File: config.mk
export PLATFORM = sky130hd
export DESIGN_NAME = pwm_capture
export DESIGN_NICKNAME = d
export VERILOG_FILES = /design/src/rtl/pwm_pkg.sv /design/src/rtl/pwm_sync_filter.sv /design/src/rtl/pwm_capture.sv
export SDC_FILE = /design/constraint.sdc
export NUM_CORES = 1
export LEC_CHECK = 0
export ABC_AREA = 1
export ABC_CLOCK_PERIOD_IN_PS = 1750
export BUFFER_PORTS_ARGS = -buffer_cell sky130_fd_sc_hd__buf_4
export CAP_MARGIN = 0
export CORE_ASPECT_RATIO = 0.8
export CORE_UTILIZATION = 61
export CTS_BUF_LIST = sky130_fd_sc_hd__clkbuf_8
export CTS_CLUSTER_SIZE = 25
export DETAILED_ROUTE_END_ITERATION = 10
export GPL_TIMING_DRIVEN = 0
export HOLD_SLACK_MARGIN = 0.02
export PLACE_DENSITY = 0.83
export SLEW_MARGIN = 10
export SYNTH_ARGS = -nofsm -noshare
export SYNTH_HDL_FRONTEND = slang
export SYNTH_SLANG_ARGS = --single-unit
File: constraint.sdc
create_clock -name clk -period 1.75 [get_ports clk]
set_input_delay 0.0875 -clock clk [delete_from_list [all_inputs] [get_ports clk]]
set_output_delay 0.0875 -clock clk [all_outputs]
set_load 0.02 [all_outputs]
File: src/rtl/pwm_pkg.sv
// pwm_pkg -- definitions shared by the PWM generator and the PWM capture block.
//
// Contents:
//   pwm_state_e        capture FSM state encoding (IDLE, HIGH, LOW)
//   PWM_*_DEF          default parameter values (50 MHz system clock)
//   PWM_SERVO_MIN/MAX  servo pulse limits in clk cycles (1 ms / 2 ms at 50 MHz)
//   pwm_cnt_width()    bits needed to hold a count from 0 to n inclusive
package pwm_pkg;

  typedef enum logic [1:0] {
    IDLE = 2'd0,  // waiting for a first rise to arm the measurement
    HIGH = 2'd1,  // input high, counting high time
    LOW  = 2'd2   // input low, waiting for the rise that closes the period
  } pwm_state_e;

  localparam int unsigned PWM_W_DEF          = 32;
  localparam int unsigned PWM_TIMEOUT_DEF    = 2000000;  // 40 ms at 50 MHz
  localparam int unsigned PWM_FILTER_LEN_DEF = 4;
  localparam int unsigned PWM_SERVO_MIN      = 50000;    // 1 ms at 50 MHz
  localparam int unsigned PWM_SERVO_MAX      = 100000;   // 2 ms at 50 MHz

  function automatic int unsigned pwm_cnt_width(input int unsigned n);
    int unsigned bits;
    bits = $clog2(n + 1);
    return (bits == 0) ? 1 : bits;
  endfunction

endpackage

File: src/rtl/pwm_sync_filter.sv
// pwm_sync_filter -- brings the asynchronous PWM pin into the clk domain and
// produces a clean level for edge detection.
//
// Build option: define PWM_GLITCH_FILTER_EN to add a glitch filter after the
// synchronizer. The filtered level only follows the synchronized input once
// it has held a new value for FILTER_LEN consecutive cycles, so both edges are
// delayed by the same FILTER_LEN cycles and shorter pulses are dropped.
// Without the macro the synchronized level is passed straight through.
//
// Ports:
//   clk_i   system clock, rising edge
//   rst_ni  asynchronous active-low reset
//   d_i     raw asynchronous PWM input
//   q_o     synchronized (and optionally filtered) level
module pwm_sync_filter
  import pwm_pkg::*;
#(
  parameter int unsigned FILTER_LEN = PWM_FILTER_LEN_DEF
) (
  input  logic clk_i,
  input  logic rst_ni,
  input  logic d_i,
  output logic q_o
);

  if (FILTER_LEN == 0) begin : g_len_check
    $error("pwm_sync_filter: FILTER_LEN must be at least 1");
  end

  logic sync1_q;
  logic sync2_q;

  always_ff @(posedge clk_i or negedge rst_ni) begin
    if (!rst_ni) begin
      sync1_q <= 1'b0;
      sync2_q <= 1'b0;
    end else begin
      sync1_q <= d_i;
      sync2_q <= sync1_q;
    end
  end

`ifdef PWM_GLITCH_FILTER_EN
  localparam int unsigned FCW = pwm_cnt_width(FILTER_LEN);
  localparam logic [FCW-1:0] FLAST = FCW'(FILTER_LEN - 1);

  logic           filt_q, filt_d;
  logic [FCW-1:0] fcnt_q, fcnt_d;

  // fcnt counts consecutive cycles in which the input disagrees with the
  // filtered level; any agreeing cycle restarts the count.
  always_comb begin
    filt_d = filt_q;
    fcnt_d = '0;
    if (sync2_q != filt_q) begin
      if (fcnt_q == FLAST) begin
        filt_d = sync2_q;
      end else begin
        fcnt_d = fcnt_q + FCW'(1);
      end
    end
  end

  always_ff @(posedge clk_i or negedge rst_ni) begin
    if (!rst_ni) begin
      filt_q <= 1'b0;
      fcnt_q <= '0;
    end else begin
      filt_q <= filt_d;
      fcnt_q <= fcnt_d;
    end
  end

  assign q_o = filt_q;
`else
  assign q_o = sync2_q;
`endif

endmodule

File: src/rtl/pwm_capture.sv
// pwm_capture -- measures an incoming PWM/servo pulse train.
//
// Once per completed period (rise to rise) the high time and the period are
// reported in clk cycles with a one-cycle valid strobe, three clocks after
// the pin rise that closes the period (two sync stages + edge register).
// If no edge arrives within TIMEOUT cycles of the last rise the sticky timeout
// flag is raised; it clears on the next valid measurement. Measurements hold
// their last values through timeout and are only cleared by reset.
//
// Build option: PWM_GLITCH_FILTER_EN enables the glitch filter inside
// pwm_sync_filter (FILTER_LEN stable cycles per edge).
//
// Ports:
//   clk      system clock, rising edge
//   reset    asynchronous active-low reset
//   pwm_in   asynchronous PWM input pin
//   width    last measured high time, cycles
//   period   last measured rise-to-rise period, cycles
//   valid    one-cycle strobe: width/period updated this cycle
//   timeout  sticky loss-of-signal flag
//   ledres   status LED: timeout, forced on while reset is asserted
module pwm_capture
  import pwm_pkg::*;
#(
  parameter int unsigned W          = PWM_W_DEF,
  parameter int unsigned TIMEOUT    = PWM_TIMEOUT_DEF,
  parameter int unsigned FILTER_LEN = PWM_FILTER_LEN_DEF
) (
  input  logic         clk,
  input  logic         reset,
  input  logic         pwm_in,
  output logic [W-1:0] width,
  output logic [W-1:0] period,
  output logic         valid,
  output logic         timeout,
  output logic         ledres
);

  if ((64'(TIMEOUT) + 64'd1) >= (64'd1 << W)) begin : g_timeout_check
    $error("pwm_capture: TIMEOUT must be below 2^W-1");
  end

  localparam logic [W-1:0] TIMEOUT_W = W'(TIMEOUT);
  localparam logic [W-1:0] ONE       = W'(1);

  logic s;
  logic s_prev_q;
  logic rise;
  logic fall;
  logic at_limit;

  pwm_state_e   state_q, state_d;
  logic [W-1:0] cnt_q, cnt_d;
  logic [W-1:0] hi_lat_q, hi_lat_d;
  logic [W-1:0] width_q, width_d;
  logic [W-1:0] period_q, period_d;
  logic         valid_q, valid_d;
  logic         timeout_q, timeout_d;

  pwm_sync_filter #(
    .FILTER_LEN (FILTER_LEN)
  ) u_sync (
    .clk_i  (clk),
    .rst_ni (reset),
    .d_i    (pwm_in),
    .q_o    (s)
  );

  always_ff @(posedge clk or negedge reset) begin
    if (!reset) begin
      s_prev_q <= 1'b0;
    end else begin
      s_prev_q <= s;
    end
  end

  assign rise     = s & ~s_prev_q;
  assign fall     = ~s & s_prev_q;
  assign at_limit = (cnt_q == TIMEOUT_W);

  // Edges are tested before the limit in every state, so an edge arriving in
  // the same cycle as the limit is measured and no timeout is raised.
  // IDLE never times out: loss of signal is only judged after a first rise.
  always_comb begin
    state_d   = state_q;
    hi_lat_d  = hi_lat_q;
    width_d   = width_q;
    period_d  = period_q;
    valid_d   = 1'b0;
    timeout_d = timeout_q;

    if (rise) begin
      cnt_d = ONE;
    end else if (at_limit) begin
      cnt_d = cnt_q;
    end else begin
      cnt_d = cnt_q + ONE;
    end

    case (state_q)
      IDLE: begin
        cnt_d = '0;
        if (rise) begin
          state_d = HIGH;
          cnt_d   = ONE;
        end
      end
      HIGH: begin
        if (fall) begin
          state_d  = LOW;
          hi_lat_d = cnt_q;
        end else if (at_limit) begin
          state_d   = IDLE;
          timeout_d = 1'b1;
          cnt_d     = '0;
        end
      end
      LOW: begin
        if (rise) begin
          state_d   = HIGH;
          period_d  = cnt_q;
          width_d   = hi_lat_q;
          valid_d   = 1'b1;
          timeout_d = 1'b0;
        end else if (at_limit) begin
          state_d   = IDLE;
          timeout_d = 1'b1;
          cnt_d     = '0;
        end
      end
      default: begin
        state_d = IDLE;
        cnt_d   = '0;
      end
    endcase
  end

  always_ff @(posedge clk or negedge reset) begin
    if (!reset) begin
      state_q   <= IDLE;
      cnt_q     <= '0;
      hi_lat_q  <= '0;
      width_q   <= '0;
      period_q  <= '0;
      valid_q   <= 1'b0;
      timeout_q <= 1'b0;
    end else begin
      state_q   <= state_d;
      cnt_q     <= cnt_d;
      hi_lat_q  <= hi_lat_d;
      width_q   <= width_d;
      period_q  <= period_d;
      valid_q   <= valid_d;
      timeout_q <= timeout_d;
    end
  end

  assign width   = width_q;
  assign period  = period_q;
  assign valid   = valid_q;
  assign timeout = timeout_q;
  assign ledres  = timeout_q | ~reset;

endmodule

==> results_dict.tcl <==
set metrics [dict create \
    io_pins 70 \
    synth.distinct_cells 31 \
    postCtsHoldBufs 1 \
    drive_gt1_share_pct 24.2 \
    slowest_delay_ps 420 \
    wl_per_cell_um 16.7 \
    ant_nets 0 \
    n_antenna_cell 0 \
    hold_viol 82 \
    synth_top_area_cell "dfrtp_1" \
    slew_violations 0 \
    critPathBufInv 1 \
    syn_area_sq_um 6200 \
    drv_cap 0 \
    grt_pass1_wl_um 26700 \
    grt_usage_pct 33.7 \
    power_density_nw_per_um2 1010 \
    drt-initial-drc-count 445 \
    finalSetupViolCount 5 \
    die_w_um 115 \
    rsz0062_at_grt "yes" \
    cts_tree "built" \
    cp-start-kind "flop" \
    end_kind "flop" \
    initial_core_util_pct 63.5 \
    period_needed_ps 1780 \
    coreArea_sq_um 9770 \
    worstPathArrival_ps 2110 \
    slowest_stage "dfrtp_1" \
    multi_input_area_sq_um 2470 \
    p_total_mw 7.69 \
    synth_area_leaders "dfrtp_1 54%, nand2_1 15%, nor2_1 4.4%" \
    fill_cells 707 \
    clkTransAtPathRegs_ps 80 \
    setup_ws_ps -31.6 \
    post_synth_inst_count 747 \
    violations "hold timing, setup timing" \
    postLayoutCoreUtil_pct 77.8 \
    path_class "reg -> reg" \
    synth_warnings 0 \
    fin_skew_ps 10.7 \
    path_cells "inv_2 > ha_4 > nand2_2 > nor2_1 > nand2_1 > nor2_4 > nand2_4 > nand2_4 > nand2_8 > nor2_4 > nor2_2" \
    rrSetupSlack_ps -30 \
    ir_worst_vdd_v 0.000621 \
    postPlaceCellArea_sq_um 6920 \
    drcViolationCount 0 \
    worst_pin_slew_ps 741 \
    worstSkewPairLatency_ps 440 \
    fmaxAchievable_mhz 561 \
    wl_um 16700 \
    die_h_um 92.2 \
    nNetsFinal 859 \
    path_max_fanout 5 \
    whs_ps -322 \
    grt_antenna_before_repair 0 \
    grt_pass1_vias 5320 \
    p_leak_nw 3.59 \
    synth.net_count 752 \
    fin_crit_sh_pct 102 \
    gp_congestion 0.899 \
    dr.pass1.iters 6 \
    cts.path.max_buffers 2 \
    worstPathRequired_ps 2080 \
    dp_slack_ps -140 \
    cts_buffers 17 \
    place_hpwl_um 11800 \
    ys_ff_latch 135 \
    port_buffers 69 \
    routed_via_density 5.53 \
    status "finished, violations left" \
    grt_max_degree 84 \
    crit_family "simple AND/OR/NAND/NOR gates" \
    htreeDepth 4 \
    cts_root_buffer "clkbuf_8" \
    synth_top_area_share_pct 54.4 \
    dieArea_sq_um 10600 \
    synth_seq_area_share_pct 54.4 \
    finalInstanceArea_sq_um 7600 \
    yosys_most_used_dff "dfrtp_1" \
    grt_overflow 0 \
    row_count 32 \
    synth_area_per_cell_sq_um 8.31 \
    maxSlewHeadroom_pct 50.6 \
    register_area_sq_um 3390 \
    vias 5551 \
    synth_edf_count 0 \
    cts.sinks 135 \
    holdCritPathClass "in -> async" \
    async_flop_share_pct 100 \
    area.growth.synth_to_final_pct 22.5 \
]
[worst paths after layout]
path | start | cells past startpoint | end
max in group asynchronous | reset | 2 | cnt_q[16]
setup reg to reg | cnt_q[1] | 11 | cnt_q[29]
hold reg to reg | u_sync.sync1_q | 0 | u_sync.q_o
hold / removal | reset | 1 | width[2]
setup / recovery | cnt_q[1] | 11 | cnt_q[29]
min in group clk | pwm_in | 2 | u_sync.sync1_q
[placed cells by master (no fill, tap or decap), types with 3 or more instances in the layout]
master     count
nand2_1      242
dfrtp_1      129
buf_4         88
nor2_1        66
inv_1         56
o21ai_0       52
o21ai_1       37
nand3_1       27
a21oi_1       24
inv_2         18
clkbuf_8      17
nor2_2        16
xor2_1        12
nor2_4        11
buf_2          8
buf_6          7
clkbuf_2       6
dfrtp_2        6
inv_6          5
nand2_2        3
nor3_1         3
bufinv_16      3
inv_8          3
[sequential cells by signal, summed over array words and instances, names as in the netlist]
register	count
cnt_q	32
hi_lat_q	32
period	32
s_prev_q	1
state_q	2
timeout	1
u_sync.q_o	1
u_sync.sync1_q	1
valid	1
width	32
[area by class of cell]
class,instances,area share (%)
buffer,26,2.35
clock buffer,17,3.08
clock inverter,15,2.49
inverter,74,3.69
multi-input combinational,513,32.5
sequential,135,44.5
tap,136,2.24
timing repair buffer,87,9.10
[cells in the mapped netlist, types with 5 or more instances]
library cell and n:
o21ai_0 52, inv_2 13, buf_2 7, nand2_1 244
dfrtp_1 135, clkbuf_1 7, a21oi_1 25, buf_6 6
xor2_1 13, o21ai_1 37, nor2_2 14, nor2_1 72
nand3_1 27, nor2_4 6, buf_4 5, inv_1 61
[repair_timing]
item | in CTS | in global routing
endpoints found under the setup margin | 57 | 87
resized for setup | 18 | 26
endpoints found under the hold margin | 83 | 82
gates cloned | 1 | 0
setup buffers | 7 | 9
pin swaps | 3 | 7
[power by group]
group | total [mW] | leakage (nW) | internal, mW | switching, mW
Combinational | 1.60 | 1.51 | 0.591 | 1.01
Clock | 2.75 | 0.219 | 1.45 | 1.30
Sequential | 3.33 | 1.86 | 3.24 | 0.0983
Total | 7.69 | 3.59 | 5.28 | 2.41
[metal layers]
metal	part of all wire, %	global-route usage [%]
met5	0	0
met4	2.0	10.5
met3	8.0	6.28
met2	46	51.3
met1	44	49.3
[cell families after synthesis]
kind of cell / synth area share (%)
flip-flops: 54.4
adder cells (fa/ha/maj): 0.403
AND/OR/NAND/NOR: 26.4
XOR/XNOR: 1.84
AO/OA/AOI/OAI: 9.72
buffers and inverters: 7.24
[stage by stage]
step / TNS, ps / cells
after floorplan: 0 / 747
after global placement: -2370 / 952
after detailed placement: -3020 / 953
after CTS: 0 / 994
after global routing: -891 / 1003
final: -151 / 1003
No activity file was read; power rests on OpenSTA's default activity.
